<file path="src/rtl/evm_pkg.sv">
// Shared types for the EVM vote tally: ballot FSM states and mode encodings.
package evm_pkg;

    typedef enum logic [1:0] {
        IDLE  = 2'd0,
        ARMED = 2'd1,
        ACK   = 2'd2,
        LOCK  = 2'd3
    } state_t;

    localparam logic MODE_VOTE   = 1'b0;
    localparam logic MODE_RESULT = 1'b1;

endpackage

</file>
<file path="src/rtl/ballot_tally_if.sv">
// Board-side bundle of the tally core: officer controls, buttons, and LED/status outputs.
interface ballot_tally_if #(
    parameter int NUM_CAND = 4,
    parameter int CNT_W    = 8
);
    localparam int IDX_W = $clog2(NUM_CAND);

    logic                mode;
    logic                arm;
    logic [NUM_CAND-1:0] buttons;
    logic                ready;
    logic                vote_ack;
    logic [CNT_W-1:0]    leds;
    logic [IDX_W-1:0]    winner_idx;
    logic                tie;
    logic                sat;

    modport master (
        output mode, arm, buttons,
        input  ready, vote_ack, leds, winner_idx, tie, sat
    );

    modport slave (
        input  mode, arm, buttons,
        output ready, vote_ack, leds, winner_idx, tie, sat
    );

endinterface

</file>
<file path="src/rtl/btn_debounce.sv">
// Per-button debouncer: a press pulses once, the cycle after DEBOUNCE consecutive high samples.
module btn_debounce #(
    parameter int DEBOUNCE = 10
) (
    input  logic clk,
    input  logic reset,
    input  logic btn,
    output logic press
);

    localparam int            CW      = $clog2(DEBOUNCE + 1);
    localparam logic [CW-1:0] CNT_MAX = CW'(DEBOUNCE);

    logic [CW-1:0] cnt;
    logic          fired;

    always_ff @(posedge clk or posedge reset) begin
        if (reset) begin
            cnt   <= '0;
            fired <= 1'b0;
            press <= 1'b0;
        end else begin
            if (!btn)
                cnt <= '0;
            else if (cnt != CNT_MAX)
                cnt <= cnt + CW'(1);
            press <= (cnt == CNT_MAX) && !fired;
            // fired holds off a second pulse until the button is released
            fired <= btn && (fired || (cnt == CNT_MAX));
        end
    end

endmodule

</file>
<file path="src/rtl/ballot_tally.sv">
// N-candidate vote tally: one vote per armed ballot, saturating counts, winner/tie scan, LED mux.
//   state | meaning
//   IDLE  | no ballot armed; presses ignored
//   ARMED | ballot open, waiting for exactly one press
//   ACK   | vote counted; leds all-ones for ACK_CYC cycles
//   LOCK  | waiting for every button to be released
module ballot_tally #(
    parameter int NUM_CAND = 4,
    parameter int CNT_W    = 8,
    parameter int DEBOUNCE = 10,
    parameter int ACK_CYC  = 4
) (
    input logic           clk,
    input logic           reset,
    ballot_tally_if.slave bus
);
    import evm_pkg::*;

    localparam int               IDX_W    = $clog2(NUM_CAND);
    localparam int               TW       = $clog2(ACK_CYC + 1);
    localparam logic [TW-1:0]    ACK_LOAD = TW'(ACK_CYC - 1);
    localparam logic [CNT_W-1:0] CNT_MAX  = '1;

    logic [NUM_CAND-1:0] press;
    logic [IDX_W-1:0]    press_idx;
    state_t              state;
    state_t              state_nxt;
    logic                vote_fire;
    logic [TW-1:0]       ack_tmr;
    logic [CNT_W-1:0]    count [NUM_CAND];
    logic [IDX_W-1:0]    sel_idx;
    logic                sel_valid;
    logic [CNT_W-1:0]    best;
    logic [IDX_W-1:0]    best_idx;
    logic                best_tie;

    for (genvar g = 0; g < NUM_CAND; g++) begin : gen_db
        btn_debounce #(.DEBOUNCE(DEBOUNCE)) u_db (
            .clk   (clk),
            .reset (reset),
            .btn   (bus.buttons[g]),
            .press (press[g])
        );
    end

    always_comb begin
        press_idx = '0;
        for (int i = NUM_CAND - 1; i >= 0; i--)
            if (press[i]) press_idx = IDX_W'(i);
    end

    always_ff @(posedge clk or posedge reset) begin
        if (reset) state <= IDLE;
        else       state <= state_nxt;
    end

    always_comb begin
        state_nxt = state;
        vote_fire = 1'b0;
        if (bus.mode == MODE_RESULT) begin
            state_nxt = IDLE;
        end else begin
            case (state)
                IDLE:  if (bus.arm) state_nxt = ARMED;
                ARMED: if ($onehot(press)) begin
                    vote_fire = 1'b1;
                    state_nxt = ACK;
                end
                ACK:   if (ack_tmr == '0) state_nxt = LOCK;
                LOCK:  if (bus.buttons == '0) state_nxt = IDLE;
                default: state_nxt = IDLE;
            endcase
        end
    end

    always_ff @(posedge clk or posedge reset) begin
        if (reset)
            ack_tmr <= '0;
        else if (vote_fire)
            ack_tmr <= ACK_LOAD;
        else if (state == ACK && ack_tmr != '0)
            ack_tmr <= ack_tmr - TW'(1);
    end

    always_ff @(posedge clk or posedge reset) begin
        if (reset) begin
            for (int i = 0; i < NUM_CAND; i++) count[i] <= '0;
            bus.vote_ack <= 1'b0;
            bus.sat      <= 1'b0;
        end else begin
            bus.vote_ack <= vote_fire;
            if (vote_fire) begin
                if (count[press_idx] == CNT_MAX)
                    bus.sat <= 1'b1;
                else
                    count[press_idx] <= count[press_idx] + CNT_W'(1);
            end
        end
    end

    // Result-mode selection is forgotten whenever we return to vote mode
    always_ff @(posedge clk or posedge reset) begin
        if (reset) begin
            sel_idx   <= '0;
            sel_valid <= 1'b0;
        end else if (bus.mode == MODE_VOTE) begin
            sel_valid <= 1'b0;
        end else if (|press) begin
            sel_idx   <= press_idx;
            sel_valid <= 1'b1;
        end
    end

    always_comb begin
        best     = count[0];
        best_idx = '0;
        best_tie = 1'b0;
        for (int i = 1; i < NUM_CAND; i++) begin
            if (count[i] > best) begin
                best     = count[i];
                best_idx = IDX_W'(i);
                best_tie = 1'b0;
            end else if (count[i] == best && best != '0) begin
                best_tie = 1'b1;
            end
        end
    end

    always_ff @(posedge clk or posedge reset) begin
        if (reset) begin
            bus.winner_idx <= '0;
            bus.tie        <= 1'b0;
        end else begin
            bus.winner_idx <= best_idx;
            bus.tie        <= best_tie;
        end
    end

    assign bus.ready = (state == ARMED);

    always_comb begin
        bus.leds = '0;
        if (bus.mode == MODE_RESULT) begin
            if (sel_valid) bus.leds = count[sel_idx];
        end else if (state == ACK) begin
            bus.leds = '1;
        end
    end

endmodule
</file>
<file path="src/flat_wrapper.sv">
// flat-port wrapper written by rule: the top's interface ports become plain ports
module ballot_tally_flat import evm_pkg::*;
#(
    parameter int NUM_CAND = 4,
    parameter int CNT_W    = 8,
    parameter int DEBOUNCE = 10,
    parameter int ACK_CYC  = 4
)
  (clk, reset, bus_mode, bus_arm, bus_buttons, bus_ready, bus_vote_ack, bus_leds, bus_winner_idx, bus_tie, bus_sat);
  ballot_tally_if #(.NUM_CAND(NUM_CAND), .CNT_W(CNT_W)) bus_i ();
  input logic clk;
  input logic reset;
  input wire logic [$bits(bus_i.mode)-1:0] bus_mode;
  input wire logic [$bits(bus_i.arm)-1:0] bus_arm;
  input wire logic [$bits(bus_i.buttons)-1:0] bus_buttons;
  output wire logic [$bits(bus_i.ready)-1:0] bus_ready;
  output wire logic [$bits(bus_i.vote_ack)-1:0] bus_vote_ack;
  output wire logic [$bits(bus_i.leds)-1:0] bus_leds;
  output wire logic [$bits(bus_i.winner_idx)-1:0] bus_winner_idx;
  output wire logic [$bits(bus_i.tie)-1:0] bus_tie;
  output wire logic [$bits(bus_i.sat)-1:0] bus_sat;
  assign bus_i.mode = bus_mode;
  assign bus_i.arm = bus_arm;
  assign bus_i.buttons = bus_buttons;
  assign bus_ready = bus_i.ready;
  assign bus_vote_ack = bus_i.vote_ack;
  assign bus_leds = bus_i.leds;
  assign bus_winner_idx = bus_i.winner_idx;
  assign bus_tie = bus_i.tie;
  assign bus_sat = bus_i.sat;
  ballot_tally #(.NUM_CAND(NUM_CAND), .CNT_W(CNT_W), .DEBOUNCE(DEBOUNCE), .ACK_CYC(ACK_CYC)) u_core (.clk(clk), .reset(reset), .bus(bus_i));
endmodule
</file>
<file path="config.mk">
export PLATFORM = sky130hd
export DESIGN_NAME = ballot_tally_flat
export DESIGN_NICKNAME = d
export VERILOG_FILES = /design/src/rtl/evm_pkg.sv /design/src/rtl/ballot_tally_if.sv /design/src/rtl/btn_debounce.sv /design/src/rtl/ballot_tally.sv /design/src/flat_wrapper.sv
export SDC_FILE = /design/constraint.sdc
export NUM_CORES = 1
export LEC_CHECK = 0
export CORE_MARGIN = 2
export CORE_UTILIZATION = 30
export DETAILED_ROUTE_END_ITERATION = 6
export PLACE_DENSITY_LB_ADDON = 0.05
export SETUP_SLACK_MARGIN = 0.05
export SYNTH_ARGS = -nofsm -noshare
export SYNTH_HDL_FRONTEND = slang
export SYNTH_SLANG_ARGS = --single-unit
</file>
<file path="constraint.sdc">
create_clock -name clk -period 13.9 [get_ports clk]
set_clock_uncertainty 0.1 [all_clocks]
set_input_delay 4.17 -clock clk [delete_from_list [all_inputs] [get_ports clk]]
set_output_delay 4.17 -clock clk [all_outputs]
set_load 0.005 [all_outputs]
</file>
After elaboration in Yosys (flattened, before gate mapping):

Index checks and enable logic that the tools add are counted.

* output and inout port bits: 14
* logic and storage cells: 149
* bits in registers: 69

* equal/unequal tests: 25
* bitwise gates (word level): 3
* reduce and logical (&&, ||, !) cells: 34
* multiplexer cells: 48
* $add $sub $neg: 9
* order comparisons: 6

Operator list (count)
* $mux W8: 10
* $bmux W8 S2: 2
* $bwmux W32: 1
* $mux W4: 8
* $eq A8 B8 Y1: 3
* $gt A8 B8 Y1: 3
* $reduce_bool A8 Y1: 3
* $mux W2: 11
* $add A4 B1 Y4 const B: 4
* $demux W8 S2: 1
* $eq A4 B4 Y1 const B: 4
* $ne A4 B4 Y1 const B: 4
* $logic_and A1 B1 Y1: 13
* $mux W1: 12
* $ne A2 B1 Y1 const B: 5
* $ne A3 B2 Y1 const B: 3
* $add A8 B1 Y8 const B: 1
* $eq A8 B8 Y1 const B: 1
* $pmux W2 S4: 1
* $ge A3 B3 Y1 const B: 2
* $mux W3: 2
* $not A2 Y3: 2
* $reduce_and A2 Y1: 3
* $add A1 B1 Y2: 2
* other kinds (17): 24

Depth between registers and ports, before layout:

Gate-level depths: netlist of run 1.

* depth in word-level cells: 11
* gate-level depth with buffers: 25

Modules after synthesis:

Synthesis of run 1 repeated with hierarchy kept, for this count alone.

* cells, all modules: 480
* area, all modules: 4688.2 um^2

Modules (own cells, without submodules)
* ballot_tally: times used 1, sequential area each 1126.1 um^2, cells an instance 376, area an instance 3512.1 um^2
* btn_debounce: times used 4, sequential area each 150.1 um^2, cells an instance 26, area an instance 294.0 um^2

Worst setup path before layout of run 1:

No wires, ideal clock.

* path kind: in2out
* start: input port bus_mode
* end: output port bus_leds[0]
* required time: 9.630 ns
* path slack: 5.021 ns
* buffers on the path: 1
* stages: 3
* arrival time: 4.609 ns
* cell sequence: clkbuf_1 -> nand3_1 -> nand2_1

* word-level cells in the longest chain between the ends: 1

Ends and longest elaborated chain
* start, declared: RTL line flat_wrapper.sv:13 `input wire logic [$bits(bus_i.mode)-1:0] bus_mode;`
* $mux W8: RTL line ballot_tally.sv:143 `if (bus.mode == MODE_RESULT) begin`
* end, declared: RTL line flat_wrapper.sv:18 `output wire logic [$bits(bus_i.leds)-1:0] bus_leds;`

No other way between the ends.

Worst setup path after layout of run 1:

* start: input port bus_mode
* end: output port bus_leds[4]

The elaborated chain is that of the path after synthesis.

==> results of run 1 <==
## per-stage QoR
| step | hold slack, ps | setup slack (ps) | instances | instance area, um^2 |
|---|---|---|---|---|
| final | 332.2 | 3470 | 701 | 5461 |
| after global routing | 348.2 | 3342 | 701 | 5461 |
| after CTS | 335.5 | 3441 | 701 | 5461 |
| after detailed placement | 313.0 | 3443 | 685 | 5135 |
| after global placement | 318.1 | 3446 | 685 | 5135 |
| after floorplan | 303.2 | 5021 | 463 | 4758 |
## report_power, final
group          internal [mW]  switching (mW)  leakage, nW  total, mW
Clock                  0.166          0.0853        0.163      0.252
Combinational         0.0428          0.0505         1.57     0.0933
Sequential             0.212          0.0102        0.904      0.222
## sequential cells by signal, summed over array words and instances, names as in the netlist
name / cells
u_core.bus.winner_idx: 2
u_core.gen_db.u_db.press: 4
u_core.bus.vote_ack: 1
u_core.gen_db.u_db.fired: 4
u_core.gen_db.u_db.cnt: 16
u_core.ack_tmr: 3
u_core.sel_idx: 2
u_core.bus.tie: 1
u_core.bus.sat: 1
u_core.state: 2
u_core.sel_valid: 1
u_core.count: 32
## placed cells by master (no fill, tap or decap), types with 5 or more instances in the layout
cell type	count
a211oi_1	5
a21oi_1	21
and2_1	13
clkbuf_16	9
clkdlybuf4s50_1	21
dfrtp_1	69
ha_1	46
inv_1	32
mux2_2	8
mux2_4	14
mux2i_1	13
mux4_2	8
nand2_1	44
nand3_1	21
nand4_1	7
nor2_1	18
nor3_1	6
o211ai_1	7
o21a_1	8
o21ai_0	16
xnor2_1	13
## routing by layer
metal  GRT usage  vias to the layer above  routed length, um
li1            -                     1700                  -
met1      0.2185                     1642               6015
met2      0.2569                       51               5702
met3     0.03116                       12                441
met4     0.05250                        0                201
met5           0                        -                  0
## path summary, 6_finish.rpt
path,from,end,slack (ps),cells after the start
worst min register to register,u_core.gen_db[1].u_db.fired,u_core.gen_db[1].u_db.press,330,1
max in group asynchronous,reset,u_core.count[23],8760,3
worst max register to register,u_core.count[25],u_core.bus.tie,8340,23
worst min-delay path,u_core.gen_db[1].u_db.fired,u_core.gen_db[1].u_db.press,330,1
worst max-delay path,bus_mode,bus_leds[4],3470,4
min in group asynchronous,reset,u_core.gen_db[0].u_db.cnt[0],4320,3
## final cells by class
cell class / instances / area, um^2
inverters: 35 / 131.4
flip-flops and latches: 69 / 1727
multi-input cells: 343 / 2789
repair buffers: 22 / 217.7
clock inverters: 4 / 70.07
well taps: 216 / 270.3
fillers: 1598 / 10250
clock buffers: 12 / 256.5
## kinds of logic (layout without fill, tap and decap cells)
logic type / after synthesis / count (layout)
AO/OA/AOI/OAI: 96 / 96
XOR/XNOR: 15 / 15
adder cells (fa/ha/maj): 47 / 47
buffers and inverters: 51 / 73
flip-flops: 69 / 69
multiplexers: 43 / 43
AND/OR/NAND/NOR: 142 / 142
==> Implementation_results.wiki, run 1 <==
{| class="wikitable"
! Metric !! Value
|-
| Worst-margin pin slew || 951.2 ps
|-
| Kind of launch point of the worst setup path || input port
|-
| Deepest level of the CTS H-tree || 3
|-
| Hold violation count in the final report || 0
|-
| Crit path kind || in2out
|-
| DRC || 0
|-
| Number of buffers inserted by port buffering || 21
|-
| Detailed Route Iter0 Violations || 240
|-
| Ys async rst share || 1.000
|-
| Via count || 3405
|-
| Detailed placer's ending HPWL || 9.201 mm
|-
| Data required time at the worst endpoint || 9630 ps
|-
| Max stage delay on crit path || 770 ps
|-
| Mux contribution to synthesized area || 0.1283
|-
| Sum Neg Setup Slack || 0 ps
|-
| Rel. slew slack || 0.3635
|-
| Count of pins on the block boundary || 22
|-
| CP dominant cell by count || clkdlybuf4s50_1
|-
| Xor/xnor share of the synthesized area || 0.02761
|-
| Dominant cells by area after synthesis || dfrtp_1, ha_1, mux2_4, mux4_2, nand2_1
|-
| Final routed wirelength across all metal layers || 12.36 mm
|-
| Clock insertion delay at the later pin of the skew report || 340 ps
|-
| Number of maximum-capacitance violations || 0
|-
| Layout Area Growth over Synthesis || 14.78%
|-
| Commonest register cell after synthesis || dfrtp_1
|-
| Cell family with most CP delay || buffers and inverters
|-
| Count of cell types in the netlist || 67
|-
| Maximum buffer depth of the clock tree || 2
|-
| Classification of the worst-slack hold path || reg2reg
|-
| Chip height || 129.9 um
|-
| Count of inserted antenna diode cells || 0
|-
| Synth Area in Adders || 0.1252
|-
| Initial antenna violation count || 0
|-
| Combined buffer and inverter count along the critical path || 2
|-
| Global-route congestion overflow total || 0
|-
| RSZ-0062 raised after global routing || false
|-
| Die Wd || 129.9 um
|-
| Register clock-pin slew on the reported worst setup and hold paths || 50 ps
|-
| Cts hold-fix bufs || 0
|-
| Initial Utilization || 0.3028
|-
| Last weighted congestion value of the routability-driven placer || 0.8302
|-
| Area inside the core boundary || 15710 um^2
|-
| Post-cts gate resize count || 0
|-
| Area share of and/or/nand/nor cells after synthesis || 0.1557
|-
| Clock buffers created by TritonCTS || 9
|-
| Crit share post-route || 0.7504
|-
| Nets || 535
|-
| Worst IR Drop VDD || 0.00004636 V
|-
| Most frequent cell after synthesis || dfrtp_1
|-
| Seq/Total Area, Yosys || 0.3629
|-
| Post-CTS repair timing setup buffer count || 0
|-
| Library cell occupying the most area in the post-synthesis netlist || dfrtp_1
|-
| Crit path capture type || output pin
|-
| Complex-gate fraction of the synthesized area || 0.1494
|-
| Flip-flop and latch count after synthesis || 69
|-
| Total count of max-transition violations in the final report || 0
|-
| Share of final-layout standard cells stronger than drive strength 1 || 0.1588
|-
| Overall Global Routing Usage || 0.1604
|-
| Number of warnings reported in the yosys synthesis log || 0
|-
| Area share of the largest cell type after synthesis || 0.3629
|-
| Number of enable flip-flop cells after synthesis || 0
|-
| Pin count of the biggest net entering global routing || 70
|-
| Count of TritonRoute iterations in the first routing pass || 4
|-
| Status || finished, final reports clean
|-
| Data arrival time of the worst path || 6160 ps
|-
| Final setup vio count || 0
|-
| Vias in the first global route || 3570
|-
| Root Driver || clkbuf_16
|-
| Critical Path, Cell by Cell || clkdlybuf4s50_1 > nand2b_1 > nand2_1 > clkdlybuf4s50_1
|-
| Main combinational cell family by area after synthesis || simple AND/OR/NAND/NOR gates
|-
| Leakage power total || 2.633 nW
|-
| Final worst path period need || 10430 ps
|-
| Number of core rows || 46
|-
| Maximum clock rate || 0.09588 GHz
|-
| Highest net fanout along the worst path || 15
|-
| Post-DR vias/cell || 4.857
|-
| Total die area || 16880 um^2
|-
| Post-synth net total || 518
|-
| Average routed wire per standard cell || 17.63 um
|-
| Mean instance size in the synthesized netlist || 10.28 um^2
|-
| Total power consumption of the routed design || 567.1 uW
|-
| Cell area after technology mapping || 4758 um^2
|-
| Top cells by count, synth || dfrtp_1, ha_1, nand2_1
|-
| Global-route wire length before repair || 20.18 mm
|-
| Total number of clock tree sinks || 69
|-
| Slowest cell on the critical path || clkdlybuf4s50_1
|-
| Post-layout utilization of the core || 0.3476
|-
| P per Cell Area || 103.8 nW/um^2
|-
| Remaining antenna violation count after routing || 0
|-
| Cell count after synthesis || 463
|-
| Clock tree from TritonCTS || built
|}
No activity file was read; power rests on OpenSTA's default activity.
==> inputs of run 2 (changes only) <==
- clock period: 13.9 -> 9.3 ns (I/O delays scaled with it)
==> Implementation_results.wiki, run 2 (synthesis results as in run 1) <==
{| class="wikitable"
! Metric !! Value
|-
| Vias in the first global route || 3555
|-
| Area inside the core boundary || 15710 um^2
|-
| Clock insertion delay at the later pin of the skew report || 340 ps
|-
| Post-cts gate resize count || 0
|-
| Initial antenna violation count || 0
|-
| Worst hold slack after final layout || 322.6 ps
|-
| Average routed wire per standard cell || 18.01 um
|-
| Global-route congestion overflow total || 0
|-
| Count of pins on the block boundary || 22
|-
| RSZ-0062 raised after global routing || false
|-
| Critical Path, Cell by Cell || clkdlybuf4s50_1 > nand2b_1 > nand2_1 > clkdlybuf4s50_1
|-
| Number of core rows || 46
|-
| Crit path capture type || output pin
|-
| Maximum clock rate || 0.1304 GHz
|-
| Root Driver || clkbuf_16
|-
| Internal reg-to-reg setup slack || 3720 ps
|-
| Post-DR vias/cell || 4.929
|-
| Data arrival time of the worst path || 4780 ps
|-
| Largest register FFs || 32
|-
| Combined buffer and inverter count along the critical path || 2
|-
| Part of the power in the clock network || 0.408
|-
| Count of TritonRoute iterations in the first routing pass || 4
|-
| Total internal power || 575.5 uW
|-
| DRC || 0
|-
| Maximum buffer depth of the clock tree || 2
|-
| Total die area || 16880 um^2
|-
| Reg2reg path depth || 23
|-
| Register clock-pin slew on the reported worst setup and hold paths || 60 ps
|-
| Switching power of the nets || 221.2 uW
|-
| Most flop-heavy register || u_core.count
|-
| Terminating pin of the worst hold path || u_core.gen_db[2].u_db.press
|-
| CP dominant cell by count || clkdlybuf4s50_1
|-
| Max stage delay on crit path || 880 ps
|-
| Classification of the worst-slack hold path || reg2reg
|-
| Hold Path Depth || 1
|-
| Total number of clock tree sinks || 69
|-
| Switching Fraction || 0.2777
|-
| Most frequent standard cell in the layout excluding fill and tap cells || dfrtp_1
|-
| Final routed wirelength across all metal layers || 12.63 mm
|-
| Total count of max-transition violations in the final report || 0
|-
| Crit path kind || in2out
|-
| Nets || 535
|-
| Pin count of the biggest net entering global routing || 70
|-
| Cts hold-fix bufs || 0
|-
| Share of final-layout standard cells stronger than drive strength 1 || 0.1567
|-
| Cell family with most CP delay || buffers and inverters
|-
| Rel. slew slack || 0.3489
|-
| Clock tree from TritonCTS || built
|-
| Worst-margin pin slew || 973.1 ps
|-
| Final setup vio count || 0
|-
| Final worst path period need || 7667 ps
|-
| P per Cell Area || 147.1 nW/um^2
|-
| Flop pwr share || 0.417
|-
| Crit share post-route || 0.8244
|-
| Highest net fanout along the worst path || 15
|-
| Deepest level of the CTS H-tree || 3
|-
| Capturing point of the worst reg2reg path || u_core.bus.tie
|-
| Last weighted congestion value of the routability-driven placer || 0.8323
|-
| Detailed Route Iter0 Violations || 141
|-
| Leakage power total || 2.603 nW
|-
| Global-route wire length before repair || 20.44 mm
|-
| Layout Area Growth over Synthesis || 13.80%
|-
| Die Wd || 129.9 um
|-
| Most frequent cells in the layout || dfrtp_1, ha_1, nand2_1
|-
| Hold Path Origin || u_core.gen_db[2].u_db.fired
|-
| Number of buffers inserted by port buffering || 21
|-
| Slowest cell on the critical path || clkdlybuf4s50_1
|-
| Detailed placer's ending HPWL || 9.327 mm
|-
| Count of inserted antenna diode cells || 0
|-
| Post-CTS repair timing setup buffer count || 0
|-
| Number of maximum-capacitance violations || 0
|-
| Data required time at the worst endpoint || 6410 ps
|-
| Status || finished, final reports clean
|-
| Hold violation count in the final report || 0
|-
| Kind of launch point of the worst setup path || input port
|-
| Critical register-to-register path startpoint || u_core.count[31]
|-
| Sum Neg Setup Slack || 0 ps
|-
| Clock buffers created by TritonCTS || 9
|-
| Overall Global Routing Usage || 0.1620
|-
| Total power consumption of the routed design || 796.8 uW
|-
| Initial Utilization || 0.3028
|-
| Comb pwr share || 0.175
|-
| Worst IR Drop VDD || 0.00006884 V
|-
| Remaining antenna violation count after routing || 0
|-
| Chip height || 129.9 um
|-
| Biggest registers after layout || u_core.count x32, u_core.gen_db.u_db.cnt x16
|-
| Via count || 3455
|}
[run 2: changes by cell type in the layout (fill, tap and decap cells not counted), sizes merged]
cell,change
bufinv,-2
clkbuf,+1
clkinv,-1
clkinvlp,+2
[run 2: area by class of cell]
| type | count | area [um^2] |
|---|---|---|
| timing repair buffer | 22 | 217.7 |
| clock inverter | 3 | 20.02 |
| fill | 1581 | 10300 |
| sequential | 69 | 1727 |
| multi-input combinational | 343 | 2789 |
| inverter | 35 | 131.4 |
| clock buffer | 13 | 260.3 |
| tap | 216 | 270.3 |
[run 2: power groups by stage]
| stage | Sequential (mW) | Clock [mW] | Combinational (mW) |
|---|---|---|---|
| after CTS | 0.333 | 0.337 | 0.142 |
| after floorplan | 0.333 | 0 | 0.0941 |
| after global routing | 0.335 | 0.349 | 0.159 |
| after detailed placement | 0.338 | 0 | 0.141 |
| final | 0.333 | 0.325 | 0.139 |
| after global placement | 0.337 | 0 | 0.140 |
[run 2: worst reg2reg max path, delay by kind of cell (launching register included)]
| family | cells | cell delay, ps |
|---|---|---|
| mux | 1 | 380 |
| buf+inv | 1 | 80 |
| flops | 1 | 480 |
| simple gates | 8 | 1370 |
| compound gates | 10 | 2140 |
| fa+ha+maj | 3 | 950 |
[run 2: layer usage]
metal,up-vias,track usage,part of all wire
met5,-,0,0
met4,0,0.04997,0.0082
met3,6,0.03034,0.021
met2,35,0.2525,0.46
met1,1720,0.2287,0.51
li1,1694,-,-
[run 2: how the worst max path moves through the flow]
stage	startpoint	to	slack (ps)	cells after the start
5_1_grt	bus_mode	bus_leds[5]	1500	4
4_1_cts	bus_mode	bus_leds[5]	1580	4
2_1_floorplan	bus_mode	bus_leds[0]	3180	3
3_3_place_gp	bus_mode	bus_leds[5]	1630	4
6_report	bus_mode	bus_leds[5]	1630	4
3_5_place_dp	bus_mode	bus_leds[5]	1590	4
[run 2: through the flow]
step | area, um^2 | instances | worst slack, ps | util
2_1_floorplan | 4758 | 463 | 3181 | -
3_3_place_gp | 5135 | 685 | 1630 | 0.3268
3_5_place_dp | 5135 | 685 | 1585 | 0.3268
4_1_cts | 5415 | 701 | 1582 | 0.3446
5_1_grt | 5415 | 701 | 1499 | 0.3446
6_report | 5415 | 701 | 1633 | 0.3446
==> inputs of run 3 (changes only) <==
- clock period: 9.3 -> 7.4 ns (I/O delays scaled with it)
==> Implementation_results.wiki, run 3 (synthesis results as in run 1) <==
{| class="wikitable"
! Metric !! Value
|-
| Global-route wire length before repair || 20.38 mm
|-
| Layout Area Growth over Synthesis || 14.25%
|-
| Cts hold-fix bufs || 0
|-
| Most frequent cells in the layout || dfrtp_1, ha_1, nand2_1
|-
| Post-layout utilization of the core || 0.3460
|-
| Max stage delay on crit path || 480 ps
|-
| Capturing point of the worst reg2reg path || u_core.bus.tie
|-
| Post-placement worst setup slack || 1112 ps
|-
| Clock buffers created by TritonCTS || 9
|-
| Initial antenna violation count || 0
|-
| Most flop-heavy register || u_core.count
|-
| Crit path capture type || output pin
|-
| Number of core rows || 46
|-
| Area inside the core boundary || 15710 um^2
|-
| P per Cell Area || 189.6 nW/um^2
|-
| Crit share post-route || 0.8448
|-
| Clock insertion delay at the later pin of the skew report || 340 ps
|-
| Final setup vio count || 0
|-
| Detailed placer's ending HPWL || 9.484 mm
|-
| Slowest cell on the critical path || clkdlybuf4s50_1
|-
| Count of pins on the block boundary || 22
|-
| Hold Path Depth || 1
|-
| Post-route cell area || 5436 um^2
|-
| Hold violation count in the final report || 0
|-
| Critical register-to-register path startpoint || u_core.count[31]
|-
| Total number of clock tree sinks || 69
|-
| Vias in the first global route || 3500
|-
| Reg2reg path depth || 23
|-
| Status || finished, final reports clean
|-
| Biggest registers after layout || u_core.count x32, u_core.gen_db.u_db.cnt x16
|-
| Data required time at the worst endpoint || 5080 ps
|-
| Total count of max-transition violations in the final report || 0
|-
| Cell family with most CP delay || buffers and inverters
|-
| Combined buffer and inverter count along the critical path || 3
|-
| Kind of launch point of the worst setup path || input port
|-
| Die Wd || 129.9 um
|-
| Post-DR vias/cell || 4.976
|-
| Largest register FFs || 32
|-
| Detailed Route Iter0 Violations || 237
|-
| Maximum clock rate || 0.1600 GHz
|-
| Overall Global Routing Usage || 0.1629
|-
| Pin count of the biggest net entering global routing || 44
|-
| Chip height || 129.9 um
|-
| Last weighted congestion value of the routability-driven placer || 0.8166
|-
| Setup ws final || 1148 ps
|-
| Post-cts gate resize count || 0
|-
| Count of inserted antenna diode cells || 0
|-
| Crit path kind || in2out
|-
| Internal reg-to-reg setup slack || 1850 ps
|-
| Cell area after placement || 5142 um^2
|-
| Worst IR Drop VDD || 0.00009923 V
|-
| Classification of the worst-slack hold path || reg2reg
|-
| Highest net fanout along the worst path || 15
|-
| Data arrival time of the worst path || 3930 ps
|-
| Worst-margin pin slew || 992.7 ps
|-
| Global-route congestion overflow total || 0
|-
| DRC || 0
|-
| Most frequent standard cell in the layout excluding fill and tap cells || dfrtp_1
|-
| CP dominant cell by count || clkdlybuf4s50_1
|-
| Register clock-pin slew on the reported worst setup and hold paths || 60 ps
|-
| Maximum buffer depth of the clock tree || 2
|-
| RSZ-0062 raised after global routing || false
|-
| Total die area || 16880 um^2
|-
| Count of TritonRoute iterations in the first routing pass || 4
|-
| Leakage power total || 2.618 nW
|-
| Clock tree from TritonCTS || built
|-
| Final worst path period need || 6252 ps
|-
| Share of final-layout standard cells stronger than drive strength 1 || 0.1584
|-
| Average routed wire per standard cell || 17.98 um
|-
| Hold Path Origin || u_core.gen_db[2].u_db.fired
|-
| Via count || 3493
|-
| Deepest level of the CTS H-tree || 3
|-
| Nets || 536
|-
| Final routed wirelength across all metal layers || 12.62 mm
|-
| Number of buffers inserted by port buffering || 21
|-
| Initial Utilization || 0.3028
|-
| Sum Neg Setup Slack || 0 ps
|-
| Remaining antenna violation count after routing || 0
|-
| Number of maximum-capacitance violations || 0
|-
| Post-CTS repair timing setup buffer count || 0
|-
| Root Driver || clkbuf_16
|-
| Total power consumption of the routed design || 1.031 mW
|-
| Terminating pin of the worst hold path || u_core.gen_db[2].u_db.press
|-
| Critical Path, Cell by Cell || clkdlybuf4s50_1 > buf_4 > nand2b_1 > nand2_1 > clkdlybuf4s50_1
|-
| Rel. slew slack || 0.3358
|}
## run 3: changes by cell type in the layout (fill, tap and decap cells not counted), sizes merged
cell	change
buf	+1
bufinv	+1
clkbuf	-1
clkinv	+1
clkinvlp	-1
## run 3: metal layers
layer	share of wire	global-route usage	vias up	wire length, um
li1	-	-	1705	-
met1	0.50	0.2230	1738	6330
met2	0.46	0.2609	38	5840
met3	0.020	0.02706	12	256
met4	0.016	0.05882	0	197
met5	0	0	-	0
## run 3: worst max path at each step
stage | slack [ps] | end | from | depth (start not counted)
2_1_floorplan | 2420 | bus_leds[0] | bus_mode | 3
3_3_place_gp | 1140 | bus_leds[4] | bus_mode | 5
3_5_place_dp | 1110 | bus_leds[4] | bus_mode | 5
4_1_cts | 1110 | bus_leds[4] | bus_mode | 5
5_1_grt | 1040 | bus_leds[4] | bus_mode | 5
6_report | 1150 | bus_leds[4] | bus_mode | 5
## run 3: power breakdown
group          total, mW  internal, mW  switching (mW)
sequential         0.418         0.398          0.0196
clock              0.437         0.269           0.167
combinational      0.177        0.0809          0.0956
total               1.03         0.748           0.283
## run 3: area by class of cell
cell class,count,area (um^2)
inverter,35,131.4
timing repair buffer,23,225.2
sequential,69,1727
clock inverter,4,47.55
fill,1595,10280
multi-input combinational,343,2789
clock buffer,12,246.5
tap,216,270.3
## run 3: worst register-to-register path, stage by stage (launching register included)
cell and delay [ps]:
dfrtp_1 470, inv_1 80, ha_1 320, nand4_1 150, or2_1 300, nand2_2 180, and2_4 240, mux2i_1 370
ha_1 320, nor2b_2 150, o211ai_1 170, a211o_1 220, and2_4 250, nor2_1 60, a21o_1 190, ha_1 310
nor2b_1 130, o21a_1 150, o21ai_0 190, a21oi_1 90, o21ai_0 360, nand2_1 190, a211oi_1 300, a311o_1 190
## run 3: metrics by stage
stage / hold WS, ps / cells
6_report: 325.4 / 702
5_1_grt: 334.8 / 702
4_1_cts: 328.6 / 702
3_5_place_dp: 320.0 / 686
3_3_place_gp: 313.4 / 686
2_1_floorplan: 303.2 / 463
